`src/rtl/wishbone_bus_if_pkg.sv`:
```
// wishbone_bus_if_pkg
//   Shared definitions for the CPU-side Wishbone initiator: bus widths, the
//   reset-active level, the initiator state encoding and a helper that sizes
//   the ack-timeout counter.
package wishbone_bus_if_pkg;

  localparam int WB_DATA_W = 32;
  localparam int WB_SEL_W  = 4;

  localparam logic RST_ENABLE = 1'b1;

  typedef enum logic [1:0] {
    WB_IDLE           = 2'd0,
    WB_BUSY           = 2'd1,
    WB_WAIT_FOR_STALL = 2'd2
  } wb_state_e;

  // Counter width for a given timeout; never narrower than one bit.
  function automatic int cnt_width(input int cycles);
    return (cycles > 2) ? $clog2(cycles) : 1;
  endfunction

endpackage

```
`src/rtl/wishbone_bus_if_if.sv`:
```
// wishbone_bus_if_if
//   Classic Wishbone initiator/responder signal bundle.
//   master modport: drives addr, wdata, we, sel, stb, cyc; receives rdata, ack.
//   slave  modport: the mirror image, for responders and testbenches.
interface wishbone_bus_if_if;
  import wishbone_bus_if_pkg::*;

  logic [WB_DATA_W-1:0] addr;
  logic [WB_DATA_W-1:0] wdata;
  logic [WB_DATA_W-1:0] rdata;
  logic                 we;
  logic [WB_SEL_W-1:0]  sel;
  logic                 stb;
  logic                 cyc;
  logic                 ack;

  modport master (
    output addr, wdata, we, sel, stb, cyc,
    input  rdata, ack
  );

  modport slave (
    input  addr, wdata, we, sel, stb, cyc,
    output rdata, ack
  );

endinterface

```
`src/rtl/wishbone_bus_if_wb_timeout_cnt.sv`:
```
// wb_timeout_cnt
//   Counts cycles spent waiting for an ack and flags the last permitted one.
//   clk/rst : clock and synchronous active-high reset
//   clr     : restart the count from zero (takes priority over en)
//   en      : advance the count by one
//   tc      : count has reached TIMEOUT_CYCLES-1
module wb_timeout_cnt
  import wishbone_bus_if_pkg::*;
#(
  parameter int TIMEOUT_CYCLES = 256
) (
  input  logic clk,
  input  logic rst,
  input  logic clr,
  input  logic en,
  output logic tc
);

  localparam int CNT_W = cnt_width(TIMEOUT_CYCLES);
  localparam logic [CNT_W-1:0] LAST = CNT_W'(TIMEOUT_CYCLES - 1);

  logic [CNT_W-1:0] cnt;

  always_ff @(posedge clk) begin
    if (rst == RST_ENABLE) begin
      cnt <= '0;
    end else if (clr) begin
      cnt <= '0;
    end else if (en) begin
      cnt <= cnt + CNT_W'(1);
    end
  end

  assign tc = (cnt == LAST);

endmodule

```
`src/rtl/wishbone_bus_if.sv`:
```
// wishbone_bus_if
//   Turns single-beat CPU memory requests into classic Wishbone cycles,
//   stalls the pipeline while a cycle is outstanding, holds read data while
//   the pipeline is stalled elsewhere, and aborts on flush or ack timeout.
//   clk, rst        : clock, synchronous active-high reset
//   cpu_*_i         : CPU request (ce, addr, data, we, sel) and pipeline stall
//   flush_i         : abandon any access in progress
//   cpu_data_o      : read data back to the CPU
//   stallreq_o      : stall request to the pipeline controller
//   bus_err_o       : one-cycle pulse when a cycle is aborted on timeout
//   wb              : Wishbone initiator port (all outputs registered)
module wishbone_bus_if
  import wishbone_bus_if_pkg::*;
#(
  parameter int TIMEOUT_CYCLES = 256
) (
  input  logic                 clk,
  input  logic                 rst,
  input  logic                 cpu_ce_i,
  input  logic [WB_DATA_W-1:0] cpu_addr_i,
  input  logic [WB_DATA_W-1:0] cpu_data_i,
  input  logic                 cpu_we_i,
  input  logic [WB_SEL_W-1:0]  cpu_sel_i,
  input  logic                 cpu_stall_i,
  input  logic                 flush_i,
  output logic [WB_DATA_W-1:0] cpu_data_o,
  output logic                 stallreq_o,
  output logic                 bus_err_o,
  wishbone_bus_if_if.master    wb
);

  wb_state_e state, state_next;

  logic                 start;
  logic                 finish;
  logic                 capture;
  logic                 abort;
  logic                 cnt_en;
  logic                 timeout_hit;

  logic [WB_DATA_W-1:0] rd_buf;
  logic [WB_DATA_W-1:0] addr_q;
  logic [WB_DATA_W-1:0] wdata_q;
  logic                 we_q;
  logic [WB_SEL_W-1:0]  sel_q;
  logic                 active_q;

  wb_timeout_cnt #(
    .TIMEOUT_CYCLES(TIMEOUT_CYCLES)
  ) u_timeout_cnt (
    .clk (clk),
    .rst (rst),
    .clr (start),
    .en  (cnt_en),
    .tc  (timeout_hit)
  );

  always_ff @(posedge clk) begin
    if (rst == RST_ENABLE) begin
      state <= WB_IDLE;
    end else begin
      state <= state_next;
    end
  end

  // Ack is only honoured in BUSY, so a late ack after a flush or timeout
  // abort falls into IDLE/WAIT_FOR_STALL and is ignored.
  always_comb begin
    state_next = state;
    start      = 1'b0;
    finish     = 1'b0;
    capture    = 1'b0;
    abort      = 1'b0;
    cnt_en     = 1'b0;
    stallreq_o = 1'b0;
    cpu_data_o = '0;
    case (state)
      WB_IDLE: begin
        if (cpu_ce_i && !flush_i) begin
          start      = 1'b1;
          stallreq_o = 1'b1;
          state_next = WB_BUSY;
        end
      end
      WB_BUSY: begin
        if (flush_i) begin
          finish     = 1'b1;
          state_next = WB_IDLE;
        end else if (wb.ack) begin
          finish     = 1'b1;
          capture    = 1'b1;
          cpu_data_o = wb.rdata;
          state_next = cpu_stall_i ? WB_WAIT_FOR_STALL : WB_IDLE;
        end else if (timeout_hit) begin
          finish     = 1'b1;
          abort      = 1'b1;
          state_next = cpu_stall_i ? WB_WAIT_FOR_STALL : WB_IDLE;
        end else begin
          cnt_en     = 1'b1;
          stallreq_o = 1'b1;
        end
      end
      WB_WAIT_FOR_STALL: begin
        cpu_data_o = rd_buf;
        if (!cpu_stall_i || flush_i) begin
          state_next = WB_IDLE;
        end
      end
      default: begin
        state_next = WB_IDLE;
      end
    endcase
  end

  // Bus fields load only from IDLE (stb low), so they never move while
  // stb is high; stb drops on every exit from BUSY, which guarantees the
  // one-cycle gap between transfers.
  always_ff @(posedge clk) begin
    if (rst == RST_ENABLE) begin
      addr_q    <= '0;
      wdata_q   <= '0;
      we_q      <= 1'b0;
      sel_q     <= '0;
      active_q  <= 1'b0;
      rd_buf    <= '0;
      bus_err_o <= 1'b0;
    end else begin
      bus_err_o <= abort;
      if (start) begin
        addr_q   <= cpu_addr_i;
        wdata_q  <= cpu_data_i;
        we_q     <= cpu_we_i;
        sel_q    <= cpu_sel_i;
        active_q <= 1'b1;
      end else if (finish) begin
        active_q <= 1'b0;
      end
      if (capture) begin
        rd_buf <= wb.rdata;
      end else if (abort) begin
        rd_buf <= '0;
      end
    end
  end

  assign wb.addr  = addr_q;
  assign wb.wdata = wdata_q;
  assign wb.we    = we_q;
  assign wb.sel   = sel_q;
  assign wb.stb   = active_q;
  assign wb.cyc   = active_q;

endmodule
```
`src/flat_wrapper.sv`:
```
// flat-port wrapper written by rule: the top's interface ports become plain ports
module wishbone_bus_if_flat import wishbone_bus_if_pkg::*;
#(
  parameter int TIMEOUT_CYCLES = 256
)
  (clk, rst, cpu_ce_i, cpu_addr_i, cpu_data_i, cpu_we_i, cpu_sel_i, cpu_stall_i, flush_i, cpu_data_o, stallreq_o, bus_err_o, wb_addr, wb_wdata, wb_we, wb_sel, wb_stb, wb_cyc, wb_rdata, wb_ack);
  wishbone_bus_if_if wb_i ();
  input  logic clk;
  input  logic rst;
  input  logic cpu_ce_i;
  input  logic [WB_DATA_W-1:0] cpu_addr_i;
  input  logic [WB_DATA_W-1:0] cpu_data_i;
  input  logic cpu_we_i;
  input  logic [WB_SEL_W-1:0] cpu_sel_i;
  input  logic cpu_stall_i;
  input  logic flush_i;
  output logic [WB_DATA_W-1:0] cpu_data_o;
  output logic stallreq_o;
  output logic bus_err_o;
  output wire logic [$bits(wb_i.addr)-1:0] wb_addr;
  output wire logic [$bits(wb_i.wdata)-1:0] wb_wdata;
  output wire logic [$bits(wb_i.we)-1:0] wb_we;
  output wire logic [$bits(wb_i.sel)-1:0] wb_sel;
  output wire logic [$bits(wb_i.stb)-1:0] wb_stb;
  output wire logic [$bits(wb_i.cyc)-1:0] wb_cyc;
  input wire logic [$bits(wb_i.rdata)-1:0] wb_rdata;
  input wire logic [$bits(wb_i.ack)-1:0] wb_ack;
  assign wb_addr = wb_i.addr;
  assign wb_wdata = wb_i.wdata;
  assign wb_we = wb_i.we;
  assign wb_sel = wb_i.sel;
  assign wb_stb = wb_i.stb;
  assign wb_cyc = wb_i.cyc;
  assign wb_i.rdata = wb_rdata;
  assign wb_i.ack = wb_ack;
  wishbone_bus_if #(.TIMEOUT_CYCLES(TIMEOUT_CYCLES)) u_core (.clk(clk), .rst(rst), .cpu_ce_i(cpu_ce_i), .cpu_addr_i(cpu_addr_i), .cpu_data_i(cpu_data_i), .cpu_we_i(cpu_we_i), .cpu_sel_i(cpu_sel_i), .cpu_stall_i(cpu_stall_i), .flush_i(flush_i), .cpu_data_o(cpu_data_o), .stallreq_o(stallreq_o), .bus_err_o(bus_err_o), .wb(wb_i));
endmodule
```
`config.mk`:
```
export PLATFORM = sky130hd
export DESIGN_NAME = wishbone_bus_if_flat
export DESIGN_NICKNAME = d
export VERILOG_FILES = /design/src/rtl/wishbone_bus_if_pkg.sv /design/src/rtl/wishbone_bus_if_if.sv /design/src/rtl/wishbone_bus_if_wb_timeout_cnt.sv /design/src/rtl/wishbone_bus_if.sv /design/src/flat_wrapper.sv
export SDC_FILE = /design/constraint.sdc
export NUM_CORES = 1
export LEC_CHECK = 0
export ABC_AREA = 1
export CORE_MARGIN = 2
export CORE_UTILIZATION = 45
export DETAILED_ROUTE_END_ITERATION = 8
export GPL_ROUTABILITY_DRIVEN = 0
export PLACE_DENSITY = 0.87
export SLEW_MARGIN = 20
export SYNTH_ARGS = -nofsm -noshare
export SYNTH_HDL_FRONTEND = slang
export SYNTH_SLANG_ARGS = --single-unit
```
`constraint.sdc`:
```
create_clock -name clk -period 3.98 [get_ports clk]
set_input_delay 0.597 -clock clk [delete_from_list [all_inputs] [get_ports clk]]
set_output_delay 0.597 -clock clk [all_outputs]
set_load 0.005 [all_outputs]
```
# After elaboration in Yosys (flattened, before gate mapping)
# Cells that the tools add are included.
[word_totals] register_bits=113 out_inout_bits=105
[op_classes] n_mux=31 add_sub_neg=1 reduce_logical=9 n_eq_ne=6
[ops] operator="two-way mux 32 bit" count=4
[ops] operator="case mux 32 bit (2 select lines)" count=1
[ops] operator="two-way mux 1 bit" count=18
[ops] operator="two-way mux 2 bit" count=6
[ops] operator="adder 8 x 1 -> 8 bit, second input constant" count=1
[ops] operator="equality test 8 bit, second input constant" count=1
[ops] operator="case mux 2 bit (3 select lines)" count=1
[ops] operator="!= test 2 x 1 -> 1 bit, second input constant" count=2
[ops] operator="!= test 4 x 3 -> 1 bit, second input constant" count=1
[ops] operator="nonzero test 2 bit" count=2
[ops] operator="AND reduction 3 bit" count=1
[ops] operator="equality test 2 x 1 -> 1 bit, second input constant" count=1
[ops] operator="equality test 2 bit, second input constant" count=1
[ops] operator="zero test 1 bit" count=2
[ops] operator="zero test 2 bit" count=1
[ops] operator="case mux 1 bit (2 select lines)" count=1
[ops] operator="OR reduction 2 bit" count=1
[ops] operator="logical AND 1 bit" count=1
[ops] operator="logical OR 1 bit" count=1

# Depth between registers and ports, before layout
# Gate-level depths: netlist (run 1).
[depth] word_depth=7 depth_mapped=9 ltp_nobuf=8

# Cells and area by module
# From an unflattened synthesis (run 1), not the netlist that was laid out.
[unflattened] cells_unflattened=609 area_unflattened_um2=4460.5
[modules_own_cells] mod="wishbone_bus_if" n_inst=1 area_per_inst_um2=4080.2 cells_each=556
[modules_own_cells] mod="wb_timeout_cnt" n_inst=1 area_per_inst_um2=380.4 cells_each=53

# Worst setup path before layout (run 1)
# OpenSTA, ideal clock, no wires.
[synth_timing] kind="input to output" start="input port flush_i" end="output port cpu_data_o[10]" stages=6 path_buffers=1 t_arrival_ps=1293 slack_ps=2090 required_time_ps=3383 cell_sequence="inv_2 nand3_2 inv_2 buf_2 nand2_1 a21oi_1"
[synth_between] elab_chain_len=2
[synth_lines] item="from (decl)" line_no="flat_wrapper.sv:16" text="input logic flush_i;"
[synth_lines] item="two-way mux 32 bit" line_no="wishbone_bus_if.sv:86" text="if (flush_i) begin"
[synth_lines] item="case mux 32 bit (2 select lines)" line_no="wishbone_bus_if.sv:77" text="case (state)"
[synth_lines] item="to (decl)" line_no="flat_wrapper.sv:17" text="output logic [WB_DATA_W-1:0] cpu_data_o;"
# Every way passes these cells.

# Final worst setup path (run 1)
[layout_timing] start="input port flush_i" end="output port cpu_data_o[15]"
# Same word-level chain as after synthesis.

==> results.txt, run 1 <==
----------------------------------------------------
[Global route]
  Total congestion overflow ... 0
  Maximum number of pins on one net before global-route repair ... between 70 and 80
  Number of global-route vias before repair ... 4,622
  Initial antenna violation count ... 0
  Wire length of the first global-routing pass ... 21,900 um
  Overall global routing resource usage ... about a quarter

[Clocking]
  CTS Buf Count ... 17
  Sink count of the clock tree ... ~110
  Worst skew pair latency ... ~500 ps
  CTS tree ... done
  Post_cts resized ... 0
  Postcts setup bufs ... 0
  Clock tree root driver cell ... clkbuf_8
  H-tree depth ... 4
  Number of buffers inserted for hold repair after clock tree synthesis ... 0
  Clk buf depth ... 2
  Reg clk slew, reported paths ... roughly 60 ps

[Drt]
  Detailed Route WL ... ~14,000 um
  Count of unresolved DRC violations after routing ... 0
  Vias post-DR ... 4,889
  Average wire per cell in the routed design ... around 14 um
  Vias per inst ... 5.08
  Antenna-violating nets left ... 0
  Drt first-iter violations ... approximately 300
  First-pass DRT Iterations ... 5

[Logic synthesis]
  Post-synth design cell area ... 4640 um2
  Number of cells produced by synthesis ... 624
  Net count after synthesis ... roughly 740
  Synth area leader ... dfxtp_1
  Sequential element share of the synthesized area ... 48.8%
  Number of warnings reported in the yosys synthesis log ... 0
  Post-Synthesis Mean Instance Area ... 7.43 um2
  Count of different cell masters after synthesis ... 20
  Share of the synthesized area in the top cell type ... 48.8%
  Flip-flop and latch count after synthesis ... 113
  Top cells by area, synth ... dfxtp_1 49%, nand2_1 20%, a21oi_1 16%

[STA]
  Number of setup violations in the final report ... 0
  Fin. Hold Viols ... 0
  Maximum clock skew at final layout ... between 5 and 6 ps
  Post-route clock period utilization ... 80.2%
  RSZ-0062 raised after global routing ... false
  Minimum clock period after layout ... about 3200 ps
  Setup TNS ... 0 ps
  Final number of max-transition violations ... 0
  F_max ... 313 MHz
  Measured slew at the worst slew-check pin ... 978 ps
  Worst-case headroom to the max-slew limit ... around a third

[Placement]
  Sum of net half-perimeters after detailed placement ... ~9300 um
  Port Buf Inserts ... roughly 210

[Floorplanning]
  Die footprint ... approximately 11,000 um2
  Height of the die ... 106 um
  Effective utilization at floorplan ... 45.5%
  Row cnt ... 37
  Area of the core region ... between 10,000 and 15,000 um2
  Number of top-level design ports ... 212
  X dimension of the die ... around 110 um

[Final layout]
  Net count, final ... between 900 and 1,000
  Share of layout cells above drive strength 1 ... 7.62%
  P&R area growth vs syn ... 57.4%
  Antenna diode count ... 0
  Final Util ... between 70% and 80%

[Outcome]
  Run status ... completed

[Critical path]
  Endpoint type of the worst setup path ... primary output
  Flop-to-flop setup slack ... about 1700 ps
  First element of the critical path ... flush_i
  Required time of the critical path ... between 3000 and 4000 ps
  Worst setup path endpoint ... cpu_data_o[15]
  Startpoint type of the worst setup path ... input port
  Largest fanout on the critical path ... 32
  Worst r2r src ... u_core.state[0]$_SDFFE_PP0P_
  Worst EP arrival ... 2590 ps
  Worst Path Class, Setup ... in2out
  Endpoint of the lowest-slack register-to-register path ... u_core.state[0]$_SDFFE_PP0P_
  Logic depth of the worst register-to-register path ... 6

[Power]
  Cell Pwr Density ... 418 nW/um2
  Peak supply drop ... around 280 uV
  Leakage power of the design ... 2.50 nW

[Job]
  Number of max-cap violations ... 0

[Worst hold path]
  Class of the worst hold path ... reg2reg

----------------------------------------------------
report_power, final:
| part | switching [mW] | leakage (nW) | internal, mW |
|---|---|---|---|
| sequential | 0.0281 | 0.918 | 1.18 |
| combinational | 0.195 | 1.32 | 0.216 |
| clock | 0.523 | 0.266 | 0.904 |
| total | 0.745 | 2.50 | 2.30 |
stage by stage:
step	std cells	instance area, um2	power (mW)	worst slack [ps]	hold WS, ps
after global placement	931	6730	1.63	843	450
after global routing	963	7300	3.17	622	479
final	963	7300	3.05	789	462
after detailed placement	931	6730	1.64	808	457
after CTS	963	7300	3.08	784	465
after floorplan	624	4640	1.41	2090	451
final cells by class:
cell class,instances,area (um2)
Timing Repair Buffer,215,2140
Clock buffer,19,432
Clock inverter,13,139
Fill cell,772,2890
Inverter,14,53.8
Tap cell,136,170
Multi-Input combinational cell,453,2100
Sequential cell,113,2260
worst min-delay path by stage:
stage | startpoint | depth (start not counted) | to
6_report | u_core.wb.wdata[19]$_SDFFE_PP0P_ | 2 | u_core.wb.wdata[19]$_SDFFE_PP0P_
5_1_grt | u_core.wb.addr[26]$_SDFFE_PP0P_ | 2 | u_core.wb.addr[26]$_SDFFE_PP0P_
4_1_cts | u_core.wb.wdata[19]$_SDFFE_PP0P_ | 2 | u_core.wb.wdata[19]$_SDFFE_PP0P_
3_5_place_dp | u_core.wb.wdata[19]$_SDFFE_PP0P_ | 2 | u_core.wb.wdata[19]$_SDFFE_PP0P_
3_3_place_gp | u_core.wb.addr[3]$_SDFFE_PP0P_ | 2 | u_core.wb.addr[3]$_SDFFE_PP0P_
2_1_floorplan | u_core.rd_buf[12]$_SDFFE_PP0P_ | 2 | u_core.rd_buf[12]$_SDFFE_PP0P_
cell usage after synthesis:
cell	instances
inv_1	9
nand3_4	2
nand2_4	1
xor2_1	3
nand2_1	244
buf_2	12
clkbuf_1	21
buf_1	4
nor2_2	3
inv_2	5
nand3_1	29
nor2_1	7
buf_6	4
dfxtp_1	113
nor2_4	2
a21oi_1	144
nand3_2	11
ha_1	4
nand2_2	3
buf_4	3
cells by family (layout without fill, tap and decap cells):
family	after synthesis	count (layout)	share of synthesized area, %
AOI/OAI and AO/OA	144	144	15.5
xor gates and xnor gates	3	3	0.567
adders and majority gates	4	4	1.08
buffers and inverters	58	261	5.91
DFF	113	113	48.8
and+or+nand+nor	302	302	28.1
worst max-delay path, stage by stage:
cell and delay [ps]:
clkdlybuf4s50_1 460, inv_2 140, nand3_2 90, inv_2 390, nand2_1 150, a21oi_1 210, clkdlybuf4s50_1 540
state kept, by name, indices dropped and copies added (netlist names):
register	count
u_core.state	2
u_core.wb.wdata	32
u_core.wb.we	1
u_core.u_timeout_cnt.cnt	8
u_core.wb.addr	32
u_core.wb.sel	4
u_core.bus_err_o	1
u_core.wb.cyc	1
u_core.rd_buf	32
metal layers:
layer | vias to the layer above | global-route usage (%) | part of all wire, %
li1 | 2415 | - | -
met1 | 2246 | 27.3 | 39
met2 | 196 | 40.9 | 49
met3 | 32 | 10.2 | 8.3
met4 | 0 | 10.6 | 2.9
met5 | - | 0 | 0
layout by cell type (no fill, tap or decap), drive strengths merged:
master           n
nand2          248
nor2            12
a21oi          144
nand3           42
clkdlybuf4s50  210
clkinvlp         5
ha               4
bufinv           2
buf              5
inv             13
xor2             3
clkinv           7
clkbuf          19
dfxtp          113
No activity file was read; power rests on OpenSTA's default activity.
==> run 2: changes to the inputs <==
CORE_UTILIZATION = 38   (was 45)
PLACE_DENSITY = 0.78   (was 0.87)
clock period = 2.85 ns   (was 3.98 ns; I/O delays follow)
==> results.txt, run 2 (synthesis gave the netlist of run 1 again) <==
----------------------------------------------------
[Clocking]
  Clock tree root driver cell ... clkbuf_16
  Number of buffers inserted for hold repair after clock tree synthesis ... 0
  Sink count of the clock tree ... 113
  H-tree depth ... 4
  Reg clk slew, reported paths ... about 50 ps
  CTS Buf Count ... 17
  Clk buf depth ... 2
  Worst skew pair latency ... about 400 ps
  CTS tree ... done

[Drt]
  Antenna-violating nets left ... 0
  Vias post-DR ... about 4,800
  Count of unresolved DRC violations after routing ... 0
  First-pass DRT Iterations ... 4
  Detailed Route WL ... between 10,000 and 15,000 um
  Vias per inst ... ~4.8
  Drt first-iter violations ... approximately 270
  Average wire per cell in the routed design ... roughly 14 um

[Final layout]
  Finished layout cell area ... about 7500 um2
  Fill cell total of the finished layout ... about 1,100
  Leading cell types in the layout, fill and taps excluded ... 244 x nand2_1, 210 x clkdlybuf4s50_1, 143 x a21oi_1, 113 x dfxtp_1, 29 x nand3_1
  Area used by sequential logic in the layout ... around 2300 um2
  Share of layout cells above drive strength 1 ... 8.62%
  Antenna diode count ... 0
  Net count, final ... 933
  P&R area growth vs syn ... 61.7%
  Footprint of the multi-input gates ... 2100 um2
  Most common library cell in the layout ignoring fill and taps ... nand2_1

[STA]
  Maximum clock skew at final layout ... 7.50 ps
  Setup TNS ... 0 ps
  RSZ-0062 raised after global routing ... false
  Post-route clock period utilization ... 93.4%
  Final number of max-transition violations ... 0
  Fin. Hold Viols ... 0
  Measured slew at the worst slew-check pin ... approximately 480 ps
  Number of setup violations in the final report ... 0
  F_max ... about 380 MHz
  Minimum clock period after layout ... roughly 2700 ps
  Worst-case headroom to the max-slew limit ... just under 70%

[Floorplanning]
  Die footprint ... roughly 13,000 um2
  X dimension of the die ... between 100 and 150 um
  Effective utilization at floorplan ... approximately 39%
  Row cnt ... 40
  Area of the core region ... 12,000 um2
  Height of the die ... roughly 110 um
  Number of top-level design ports ... approximately 210

[Placement]
  Sum of net half-perimeters after detailed placement ... approximately 9000 um
  Placed cell area ... 6790 um2
  Port Buf Inserts ... around 210

[Global route]
  Wire length of the first global-routing pass ... between 20,000 and 25,000 um
  Maximum number of pins on one net before global-route repair ... 66
  Number of global-route vias before repair ... approximately 4,300
  Initial antenna violation count ... 0
  Overall global routing resource usage ... approximately a fifth
  Total congestion overflow ... 0

[Critical path]
  Worst EP arrival ... around 2200 ps
  Flop-to-flop setup slack ... 1060 ps
  Required time of the critical path ... ~2400 ps
  Largest fanout on the critical path ... 16
  Endpoint type of the worst setup path ... primary output
  Startpoint type of the worst setup path ... flop
  Worst Path Class, Setup ... reg2out

[Power]
  Leakage power of the design ... about 2.6 nW
  Cell Pwr Density ... around 620 nW/um2
  Peak supply drop ... around 440 uV

[Worst hold path]
  Class of the worst hold path ... reg2reg

[Outcome]
  Run status ... completed

[Job]
  Number of max-cap violations ... 0

----------------------------------------------------
-- run 2: critical path: stages, from the launching register on --
cell	delay [ps]
dfxtp_1	360
inv_1	70
ha_1	400
clkinvlp_4	140
buf_12	160
a21oi_1	160
clkdlybuf4s50_1	530
-- run 2: where the power goes --
part | internal [mW] | switching (mW)
logic | 0.332 | 0.291
registers | 1.65 | 0.0359
clock network | 1.62 | 0.707
-- run 2: routing by layer --
| layer | part of all wire (%) | vias up | track usage [%] | wire length, um |
|---|---|---|---|---|
| met4 | 1.8 | 0 | 8.62 | 243 |
| met3 | 9.1 | 19 | 9.21 | 1230 |
| li1 | - | 2429 | - | - |
| met1 | 43 | 2149 | 24.0 | 5860 |
| met5 | 0 | - | 0 | 0 |
| met2 | 46 | 162 | 32.6 | 6140 |
-- run 2: repair_timing --
action                     4_1_cts  5_1_grt
setup buffers                    0        3
setup endpoints to repair       32       32
cloned                           1        0
hold endpoints to repair         0        0
gates resized for setup          3        0
-- run 2: final timing paths --
path,start,to,cells after the start
worst max-delay path,u_core.state[0]$_SDFFE_PP0P_,cpu_data_o[0],6
worst max register to register,u_core.state[0]$_SDFFE_PP0P_,u_core.u_timeout_cnt.cnt[1]$_SDFFE_PP0P_,6
worst min register to register,u_core.wb.wdata[27]$_SDFFE_PP0P_,u_core.wb.wdata[27]$_SDFFE_PP0P_,2
worst min-delay path,u_core.wb.wdata[27]$_SDFFE_PP0P_,u_core.wb.wdata[27]$_SDFFE_PP0P_,2
-- run 2: area by class of cell --
type | count | area share, %
inverters | 14 | 0.751
well taps | 147 | 2.45
flip-flops and latches | 113 | 30.2
clock buffers | 22 | 6.32
clock inverters | 10 | 2.40
multi-input cells | 453 | 28.1
repair inverters | 1 | 0.100
repair buffers | 222 | 29.7
-- run 2: per-stage QoR --
stage	utilization, %	hold WS (ps)	instances	setup WS (ps)	total power [mW]
final	62.7	461	982	189	4.64
after global routing	62.7	474	982	35.2	4.82
after CTS	62.4	463	979	-6.36	4.66
after detailed placement	56.8	455	946	225	2.31
after global placement	56.8	451	946	243	2.31
after floorplan	-	451	624	1220	1.97
==> run 3: changes to the inputs <==
GPL_ROUTABILITY_DRIVEN = unset   (was 0)
==> results of run 3 <==
The final DEF is identical to that of run 2; final timing and power are the same.
